**src/rtl/video_address_seq.sv**
```systemverilog
// ----------------------------------------------------------------------------
// video_address_seq
// PPU "loopy" address unit. Holds the v/t/fine-x/write-latch scroll state,
// produces render fetch addresses, and runs a small sequencer that slots CPU
// PPUDATA accesses into idle render bus cycles. Also provides the one-deep
// PPUDATA read buffer with palette bypass and the CIRAM A10 mirroring decode.
// ----------------------------------------------------------------------------
module video_address_seq #(
    parameter int ADDR_W     = 14,
    parameter int PAL_BYPASS = 1,
    parameter int FINE_W     = 3
) (
    input  logic              I_clock,
    input  logic              I_reset,
    input  logic [7:0]        I_wren,
    input  logic [7:0]        I_rden,
    input  logic [7:0]        I_data,
    output logic [7:0]        O_data,
    input  logic [7:0]        I_ppuctrl,
    input  logic [7:0]        I_ppumask,
    input  logic              I_vblank,
    input  logic              I_idle_slot,
    input  logic              I_fetch_nt,
    input  logic              I_fetch_at,
    input  logic              I_fetch_lo,
    input  logic              I_fetch_hi,
    input  logic              I_nt_latch,
    input  logic              I_incr_h,
    input  logic              I_incr_v,
    input  logic              I_copy_h,
    input  logic              I_copy_v,
    input  logic [2:0]        I_mirror,
    input  logic [7:0]        I_vid_data,
    input  logic [7:0]        I_pal_data,
    output logic [ADDR_W-1:0] O_vid_addr,
    output logic              O_vid_wren,
    output logic [7:0]        O_vid_data,
    output logic [FINE_W-1:0] O_vid_fine,
    output logic              O_ciram_a10,
    output logic              O_busy,
    output logic              O_overrun
);

    // Register strobe indices within I_wren / I_rden
    localparam int REG_CTRL = 0;
    localparam int REG_STAT = 2;
    localparam int REG_SCRL = 5;
    localparam int REG_ADDR = 6;
    localparam int REG_DATA = 7;

    localparam logic PAL_EN = (PAL_BYPASS != 0);

    typedef enum logic [2:0] {
        S_IDLE,
        S_WAIT,
        S_ISSUE,
        S_CAPT,
        S_INCR
    } state_t;

    state_t      state_q, state_d;

    logic [14:0] v_q;
    logic [14:0] t_q;
    logic [FINE_W-1:0] fine_q;
    logic        w_q;
    logic [7:0]  rd_buf_q;
    logic [7:0]  tile_q;
    logic [7:0]  wr_hold_q;
    logic        op_wr_q;
    logic        inc32_q;
    logic [13:0] addr_q;
    logic        wren_q;
    logic [7:0]  vdata_q;
    logic        overrun_q;

    logic        rendering;
    logic        data_req;
    logic        accept;
    logic        render_upd;
    logic [14:0] v_render;
    logic [14:0] v_inc;
    logic [13:0] issue_addr;
    logic [13:0] lo_addr;

    assign rendering  = I_ppumask[3] | I_ppumask[4];
    assign data_req   = I_wren[REG_DATA] | I_rden[REG_DATA];
    assign accept     = (state_q == S_IDLE) && data_req;
    assign render_upd = rendering && (I_incr_h || I_incr_v || I_copy_h || I_copy_v);
    assign v_inc      = inc32_q ? 15'd32 : 15'd1;

    // Palette reads still go out on the bus, folded into the nametable
    // mirror, so the read buffer fills with the byte "underneath" the palette.
    assign issue_addr = (!op_wr_q && v_q[13:8] == 6'h3F) ? (v_q[13:0] & 14'h2FFF)
                                                         : v_q[13:0];
    assign lo_addr    = {1'b0, I_ppuctrl[4], tile_q, 1'b0, v_q[14:12]};

    // Access sequencer state register
    always_ff @(posedge I_clock or negedge I_reset) begin
        if (!I_reset) begin
            // NOTE: sequential state uses non-blocking assignments so every
            // register samples pre-edge values regardless of block ordering.
            state_q <= S_IDLE;
        end else begin
            state_q <= state_d;
        end
    end

    // Sequencer next-state: defer to an idle render slot unless the bus is free
    always_comb begin
        // NOTE: default first so every path assigns state_d and no latch forms.
        state_d = state_q;
        case (state_q)
            S_IDLE: begin
                if (data_req) begin
                    state_d = (!rendering || I_vblank) ? S_ISSUE : S_WAIT;
                end
            end
            S_WAIT: begin
                if (I_idle_slot || !rendering || I_vblank) begin
                    state_d = S_ISSUE;
                end
            end
            S_ISSUE: state_d = op_wr_q ? S_INCR : S_CAPT;
            S_CAPT:  state_d = S_INCR;
            S_INCR:  state_d = render_upd ? S_INCR : S_IDLE;
            default: state_d = S_IDLE;
        endcase
    end

    // Latch the CPU access parameters when the sequencer accepts it
    always_ff @(posedge I_clock or negedge I_reset) begin
        if (!I_reset) begin
            op_wr_q   <= 1'b0;
            inc32_q   <= 1'b0;
            wr_hold_q <= 8'h00;
        end else if (accept) begin
            op_wr_q <= I_wren[REG_DATA];
            inc32_q <= I_ppuctrl[2];
            if (I_wren[REG_DATA]) begin
                wr_hold_q <= I_data;
            end
        end
    end

    // A DATA access arriving while one is in flight is dropped and flagged
    always_ff @(posedge I_clock or negedge I_reset) begin
        if (!I_reset) begin
            overrun_q <= 1'b0;
        end else begin
            overrun_q <= data_req && (state_q != S_IDLE);
        end
    end

    // Scroll registers: t, fine-x and the shared write toggle
    always_ff @(posedge I_clock or negedge I_reset) begin
        if (!I_reset) begin
            t_q    <= '0;
            fine_q <= '0;
            w_q    <= 1'b0;
        end else begin
            if (I_wren[REG_CTRL]) begin
                t_q[11:10] <= I_data[1:0];
            end
            if (I_wren[REG_SCRL]) begin
                if (!w_q) begin
                    t_q[4:0] <= I_data[7:3];
                    fine_q   <= FINE_W'(I_data[2:0]);
                end else begin
                    t_q[9:5]   <= I_data[7:3];
                    t_q[14:12] <= I_data[2:0];
                end
            end
            if (I_wren[REG_ADDR]) begin
                if (!w_q) begin
                    t_q[13:8] <= I_data[5:0];
                    t_q[14]   <= 1'b0;
                end else begin
                    t_q[7:0] <= I_data;
                end
            end
            // A status read resets the toggle even if a flip lands the same cycle
            if (I_rden[REG_STAT]) begin
                w_q <= 1'b0;
            end else if (I_wren[REG_SCRL] || I_wren[REG_ADDR]) begin
                w_q <= ~w_q;
            end
        end
    end

    // Render-driven v update: one strobe at a time, incr_h highest
    always_comb begin
        v_render = v_q;
        if (I_incr_h) begin
            if (v_q[4:0] == 5'd31) begin
                v_render[4:0] = 5'd0;
                v_render[10]  = ~v_q[10];
            end else begin
                v_render[4:0] = v_q[4:0] + 5'd1;
            end
        end else if (I_incr_v) begin
            if (v_q[14:12] != 3'd7) begin
                v_render[14:12] = v_q[14:12] + 3'd1;
            end else begin
                v_render[14:12] = 3'd0;
                if (v_q[9:5] == 5'd29) begin
                    v_render[9:5] = 5'd0;
                    v_render[11]  = ~v_q[11];
                end else if (v_q[9:5] == 5'd31) begin
                    v_render[9:5] = 5'd0;
                end else begin
                    v_render[9:5] = v_q[9:5] + 5'd1;
                end
            end
        end else if (I_copy_h) begin
            v_render[10]  = t_q[10];
            v_render[4:0] = t_q[4:0];
        end else if (I_copy_v) begin
            v_render[11]    = t_q[11];
            v_render[9:5]   = t_q[9:5];
            v_render[14:12] = t_q[14:12];
        end
    end

    // v: CPU address load, then render updates, then the access increment
    always_ff @(posedge I_clock or negedge I_reset) begin
        if (!I_reset) begin
            v_q <= '0;
        end else if (I_wren[REG_ADDR] && w_q) begin
            v_q <= {t_q[14:8], I_data};
        end else if (render_upd) begin
            v_q <= v_render;
        end else if (state_q == S_INCR) begin
            v_q <= v_q + v_inc;
        end
    end

    // PPU bus address/write: CPU issue slot first, otherwise render fetches
    always_ff @(posedge I_clock or negedge I_reset) begin
        if (!I_reset) begin
            addr_q  <= '0;
            wren_q  <= 1'b0;
            vdata_q <= 8'h00;
        end else begin
            wren_q <= 1'b0;
            if (state_q == S_ISSUE) begin
                addr_q <= issue_addr;
                if (op_wr_q) begin
                    wren_q  <= 1'b1;
                    vdata_q <= wr_hold_q;
                end
            end else if (rendering) begin
                if (I_fetch_nt) begin
                    addr_q <= {2'b10, v_q[11:0]};
                end else if (I_fetch_at) begin
                    addr_q <= {2'b10, v_q[11:10], 4'hF, v_q[9:7], v_q[4:2]};
                end else if (I_fetch_lo) begin
                    addr_q <= lo_addr;
                end else if (I_fetch_hi) begin
                    addr_q <= lo_addr + 14'd8;
                end
            end
        end
    end

    // Read buffer fill and nametable tile index capture
    always_ff @(posedge I_clock or negedge I_reset) begin
        if (!I_reset) begin
            rd_buf_q <= 8'h00;
            tile_q   <= 8'h00;
        end else begin
            if (state_q == S_CAPT) begin
                rd_buf_q <= I_vid_data;
            end
            if (I_nt_latch) begin
                tile_q <= I_vid_data;
            end
        end
    end

    // Nametable mirroring decode from the registered bus address
    always_comb begin
        O_ciram_a10 = addr_q[11];
        case (I_mirror)
            3'd0:    O_ciram_a10 = addr_q[11];
            3'd1:    O_ciram_a10 = addr_q[10];
            3'd2:    O_ciram_a10 = 1'b0;
            3'd3:    O_ciram_a10 = 1'b1;
            3'd4:    O_ciram_a10 = addr_q[10];
            default: O_ciram_a10 = addr_q[11];
        endcase
    end

    // Busy is visible from the cycle the CPU strobe is accepted
    assign O_busy     = (state_q != S_IDLE) || data_req;
    assign O_overrun  = overrun_q;
    assign O_vid_addr = ADDR_W'(addr_q);
    assign O_vid_wren = wren_q;
    assign O_vid_data = vdata_q;
    assign O_vid_fine = fine_q;
    assign O_data     = (PAL_EN && v_q[13:8] == 6'h3F) ? I_pal_data : rd_buf_q;

    // Register strobes and control bits this unit does not decode
    logic unused_bits;
    assign unused_bits = &{1'b0, I_wren[4:1], I_rden[6:3], I_rden[1:0],
                           I_ppuctrl[7:5], I_ppuctrl[3], I_ppuctrl[1:0],
                           I_ppumask[7:5], I_ppumask[2:0]};

endmodule

```
**config.mk**
```make
export PLATFORM = sky130hd
export DESIGN_NAME = video_address_seq
export DESIGN_NICKNAME = d
export VERILOG_FILES = /design/src/rtl/video_address_seq.sv
export SDC_FILE = /design/constraint.sdc
export NUM_CORES = 1
export LEC_CHECK = 0
export CAP_MARGIN = 20
export CORE_ASPECT_RATIO = 2
export CORE_MARGIN = 1.5
export CORE_UTILIZATION = 46
export DETAILED_ROUTE_END_ITERATION = 8
export PLACE_DENSITY = 0.88
export SLEW_MARGIN = 40
export SYNTH_ARGS = -nofsm -noshare
export SYNTH_HDL_FRONTEND = slang
export SYNTH_SLANG_ARGS = --single-unit
export TNS_END_PERCENT = 20
```
**constraint.sdc**
```tcl
create_clock -name I_clock -period 2.1 [get_ports I_clock]
set_clock_uncertainty 0.1 [all_clocks]
set_input_delay 0.42 -clock I_clock [delete_from_list [all_inputs] [get_ports I_clock]]
set_output_delay 0.42 -clock I_clock [all_outputs]
set_load 0.005 [all_outputs]
```
## After elaboration in Yosys (flattened, before gate mapping)

Index checks and enable logic that the tools add are counted.

- Reduce and logical (&&, ||, !) cells: 32
- Equal/unequal tests: 23
- Bitwise operators: 5
- Multiplexer cells: 54
- Add/subtract/negate cells: 5

Operators with widths:

| kind | number |
|---|---|
| $mux W14 | 6 |
| $mux W5 | 13 |
| $mux W15 | 4 |
| $mux W3 | 7 |
| $ne A4 B3 Y1 const B | 5 |
| $mux W4 | 4 |
| $mux W8 | 2 |
| $add A15 B6 Y15 | 1 |
| $eq A5 B5 Y1 const B | 3 |
| $pmux W3 S5 | 1 |
| $add A13 B4 Y14 const B | 1 |
| $mux W13 | 1 |
| $eq A3 B2 Y1 const B | 4 |
| $add A5 B1 Y5 const B | 2 |
| $mux W1 | 10 |
| $mux W10 | 1 |
| $reduce_and A2 Y1 | 5 |
| $logic_or A1 B1 Y1 | 8 |
| $ne A4 B2 Y1 const B | 2 |
| $reduce_and A4 Y1 | 2 |
| $mux W7 | 1 |
| $eq A3 B1 Y1 const B | 2 |
| $eq A3 B3 Y1 const B | 2 |
| $eq A6 B6 Y1 const B | 1 |
| other kinds (19) | 31 |

- Output and inout port bits: 37
- Logic and storage cells: 137
- Bits in registers: 87
- Bits of input ports: 72

## Logic depth before layout (Yosys ltp)

- Depth in word-level cells: 8
- Mapped depth: 8
- Mapped depth without buffers: 8

## Worst setup path after synthesis

OpenSTA, ideal clock, no wires.

- Path type: flip-flop to flip-flop
- From: register v_q[5]
- To: register v_q[8]
- Arrival: 1.813 ns
- Cell stages (with the launch flop): 8
- Library setup time: 0.078 ns
- Clock period less this slack: 1.991 ns
- Required time: 1.922 ns
- Path slack: 0.109 ns
- Buffers on the path: 0
- Cells stage by stage: dfrtp_1 ha_1 and3_1 ha_1 nand3b_1 or3_1 a32o_1 a21oi_1

- Cells in the longest elaborated chain, start to end: 8
- Elaborated cells between the ends (all ways): 12
- Classes of those cells: add/sub (2); eq/ne (2); mux (8)

Ends and longest elaborated chain:

| item | RTL line | source |
|---|---|---|
| from (decl) | 63 | `logic [14:0] v_q;` |
| from (signal assigned) | 230 | `v_q <= {t_q[14:8], I_data};` |
| from (signal assigned) | 232 | `v_q <= v_render;` |
| from (signal assigned) | 234 | `v_q <= v_q + v_inc;` |
| $add A5 B1 Y5 / $eq A5 B5 Y1 (equally long branches) | 212, 209 |  |
| $mux W5 | 209 | `end else if (v_q[9:5] == 5'd31) begin` |
| $mux W5 | 206 | `if (v_q[9:5] == 5'd29) begin` |
| $mux W5 | 202 | `if (v_q[14:12] != 3'd7) begin` |
| $mux W5 | 201 | `end else if (I_incr_v) begin` |
| $mux W5 | 194 | `if (I_incr_h) begin` |
| $mux W15 * | 231 | `end else if (render_upd) begin` |
| $mux W15 * | 229 | `end else if (I_wren[REG_ADDR] && w_q) begin` |

Every way passes the cells marked *; elsewhere a longest branch is shown, timed or not. The select of a mux whose other input is x is not followed.
A chain may end at the register's enable or synchronous reset.

## Worst setup path after layout

- From: register v_q[10]
- To: output port O_data[4]

- Cells in the longest elaborated chain, start to end: 2

Ends and longest elaborated chain:

| item | RTL line | source |
|---|---|---|
| $eq A6 B6 Y1 | 301 | `assign O_data = (PAL_EN && v_q[13:8] == 6'h3F) ? I_pal_data : rd_buf_q;` |
| $mux W8 | 301 |  |
| to (decl) | 18 | `output logic [7:0] O_data,` |

No other way between the ends.

==> summary.txt <==
Status
  – Status: finished, violations left
  – Failing checks: setup timing

Floorplan
  – Starting Density: 47.5%
  – Die Footprint: 11200 um2
  – # IOs: 109
  – Chip width: 75.6 um
  – Die Y: about 150 um
  – Site row count: 52
  – Core box area: 10200 um2

Clocking
  – TritonCTS clock tree: built
  – TritonCTS buffer count: 9
  – Clk_lat worst skew: 0.35 ns
  – Clock Path Buffers: 2
  – CTS root buffer: clkbuf_16
  – Clock sinks: 87
  – Clk slew on worst S/H paths: 0.06 ns
  – Depth of the CTS H-tree: 3

Yosys
  – Ys async rst share: 100%
  – Top_reg_cell synth: dfrtp_1
  – Main combinational cell family by area after synthesis: compound AO/OA/AOI/OAI gates
  – XOR/XNOR Fraction of Synth Area: 1.08%
  – Post-Syn Instances: roughly 500
  – Synth Area in Compound Gates: 19.3%
  – Post-synth EDFFs: 0
  – Synth Area in Adders: roughly 2.6%
  – Simple-Gate Fraction of Synth Area: 15.4%
  – Synthesized flop and latch total: 87
  – Synth Warn #: 0
  – Synthesized netlist net count: between 500 and 600
  – Avg Cell Area, Syn: 9.76 um2
  – Mapped cell area: 4850 um2
  – Mux share of post-synthesis cell area: approximately 13%
  – Sequential area share after synthesis: roughly 45%
  – Synth cell types: 59

Min path
  – Hold_sp: O_vid_addr[1]
  – Depth of the worst hold-timing path: 2
  – Hold Path End: O_vid_addr[1]
  – Hold Path Class: reg -> reg

Layout
  – Final net count: 735
  – Fin util: 67.6%
  – P&R area growth vs syn: 42.3%
  – Non-Filler Instances: 793
  – Commonest non-fill, non-tap cell in the layout: dfrtp_1
  – Most frequent cells in the layout: dfrtp_1, buf_4, clkdlybuf4s50_1
  – Fillers: about 790
  – Share of cells above drive strength 1: ~28%
  – Diode count: 0
  – Fin area: 6900 um2
  – Register area: 2180 um2
  – Multi-input gate area: 2610 um2

Setup path
  – Worst path slowest cell: dfrtp_1
  – Cell mode on critical path: buf_6
  – Worst-path maximum fanout: 4
  – Reg-to-Reg End: v_q[8]
  – Setup crit start: v_q[10]
  – Crit Path Category: reg -> out
  – Worst path cell trace: and4_1, nand2_2, buf_12, buf_6, mux2_4, buf_6
  – Critical path required time: 1.58 ns
  – Reg-to-reg startpoint: v_q[5]
  – Flop-to-flop setup slack: -0.03 ns
  – Arr. time, crit path: 1.74 ns
  – R2R depth: 7
  – Worst setup SP type: flop
  – Slowest stage delay, CP: 0.40 ns
  – Setup crit end kind: output port

Timing
  – Final worst slack: -0.158 ns
  – Endpoints failing setup: 9
  – Max Clock Freq: 0.443 GHz
  – Period utilisation layout: 108%
  – Tmin final: about 2.3 ns
  – Final hold vios: 0
  – Slew @ Worst Pin: 0.574 ns
  – Worst hold slack: 0.382 ns
  – Slew margin rel.: 61.6%
  – Unrepaired setup endpoints after global routing: yes
  – Max-slew violations: 0

Pwr
  – P_int: between 5000 and 6000 uW
  – Worst vdd ir: 0.000645 V
  – Sw Ratio: 36.3%
  – Clock power frac: approximately 18%
  – Comb pwr share: 49.2%
  – Reg power frac: 33.0%
  – P_leak: around 0.003 uW
  – Tot Pwr: 8530 uW
  – Switch Pwr: between 3000 and 4000 uW
  – PD cells: about 1200 nW/um2

Global route
  – Grt ovf: 0
  – Vias in the first global route: around 5100
  – Largest net degree at the start of global routing: 42
  – First-pass GRT wire length: 26000 um
  – Total GRT Usage: 31.7%
  – Initial antenna violation count: 0

Placement
  – I/O Buffers: 86
  – RD Place Congestion: approximately 0.96
  – HPWL Detailed: 12800 um
  – Dpl cells: around 770
  – Post-DP Area: between 6000 and 7000 um2

Routing
  – ANT nets after route: 0
  – Wire length per cell: 21.5 um
  – Routed WL: 17100 um
  – DRC viols: 0
  – Iter 0 DRT Violations: ~350
  – First-pass detailed-route iteration total: 5
  – DR vias: 4805
  – Via density: between 6 and 7

Flow run
  – Max-cap violation count: 0
-- synthesized netlist by cell type (all sizes together) (8+ instances only) --
cell type	instances	share of area, %
ha	10	2.6
nand2b	11	1.4
inv	10	0.77
mux2i	11	2.3
nand2	41	3.3
o21ai	45	4.7
mux2	46	11
buf	14	1.6
clkbuf	18	1.4
dfrtp	87	45
nor3	9	0.93
nor2b	9	1.2
a21oi	33	3.4
nand4	8	1.0
nor2	36	2.8
or3	9	1.2
a31oi	12	1.5
-- power groups by stage --
stage | logic, uW | clock network (uW) | registers (uW)
after detailed placement | 3940 | 0 | 2800
final | 4200 | 1510 | 2820
after floorplan | 1910 | 0 | 2700
after global placement | 3790 | 0 | 2740
after global routing | 4500 | 1590 | 2870
after CTS | 4120 | 1520 | 2800
-- through the flow --
step / setup TNS (ns) / setup slack (ns)
3_3_place_gp: -5.17 / -0.377
5_1_grt: -1.54 / -0.170
4_1_cts: -1.02 / -0.130
2_1_floorplan: 0 / 0.109
3_5_place_dp: -5.57 / -0.432
6_report: -1.23 / -0.158
-- per-layer routing --
| layer | GRT usage [%] | vias to the layer above | share of wire, % |
|---|---|---|---|
| met5 | 0 | - | 0 |
| met4 | 20.4 | 0 | 6.0 |
| met3 | 4.95 | 78 | 4.7 |
| met2 | 58.3 | 214 | 56 |
| met1 | 30.5 | 2355 | 33 |
| li1 | - | 2158 | - |
-- state kept, by name (all words and copies together) (netlist names), 3 cells and up --
name / count
O_vid_addr: 14
O_vid_data: 8
O_vid_fine: 3
rd_buf_q: 8
state_q: 3
t_q: 15
tile_q: 8
v_q: 15
wr_hold_q: 8
-- critical path, delay by kind of cell (launching register included) --
kind | cells | cell delay (ns)
buffers and inverters | 3 | 0.38
flip-flops | 1 | 0.40
multiplexers | 1 | 0.30
AND/OR/NAND/NOR | 2 | 0.30
-- kinds of logic (layout without fill, tap and decap cells) --
| logic type | count (synthesis) | after routing |
|---|---|---|
| simple gates | 149 | 149 |
| compound gates | 146 | 146 |
| flops | 87 | 87 |
| mux | 57 | 57 |
| buf+inv | 42 | 203 |
| fa+ha+maj | 10 | 10 |
| xor+xnor | 6 | 6 |
-- worst max path at each step --
stage,end,slack [ns]
after floorplan,v_q[8],0.11
after global placement,O_ciram_a10,-0.38
after detailed placement,O_ciram_a10,-0.43
after CTS,O_data[1],-0.13
after global routing,O_data[6],-0.17
final,O_data[4],-0.16
-- final cells by class --
class / instances / area share (%)
timing repair buffer: 177 / 23.7
clock buffer: 12 / 3.57
inverter: 10 / 0.544
clock inverter: 4 / 0.435
sequential: 87 / 31.6
tap: 135 / 2.45
multi-input combinational: 368 / 37.8
-- what timing repair did --
item,CTS,global route
endpoints found under the setup margin,15,26
hold buffers,1,0
setup buffers,6,1
hold endpoints to repair,27,0
resized for setup,68,15
pin swaps,5,7
(Power assumes the default switching activity.)
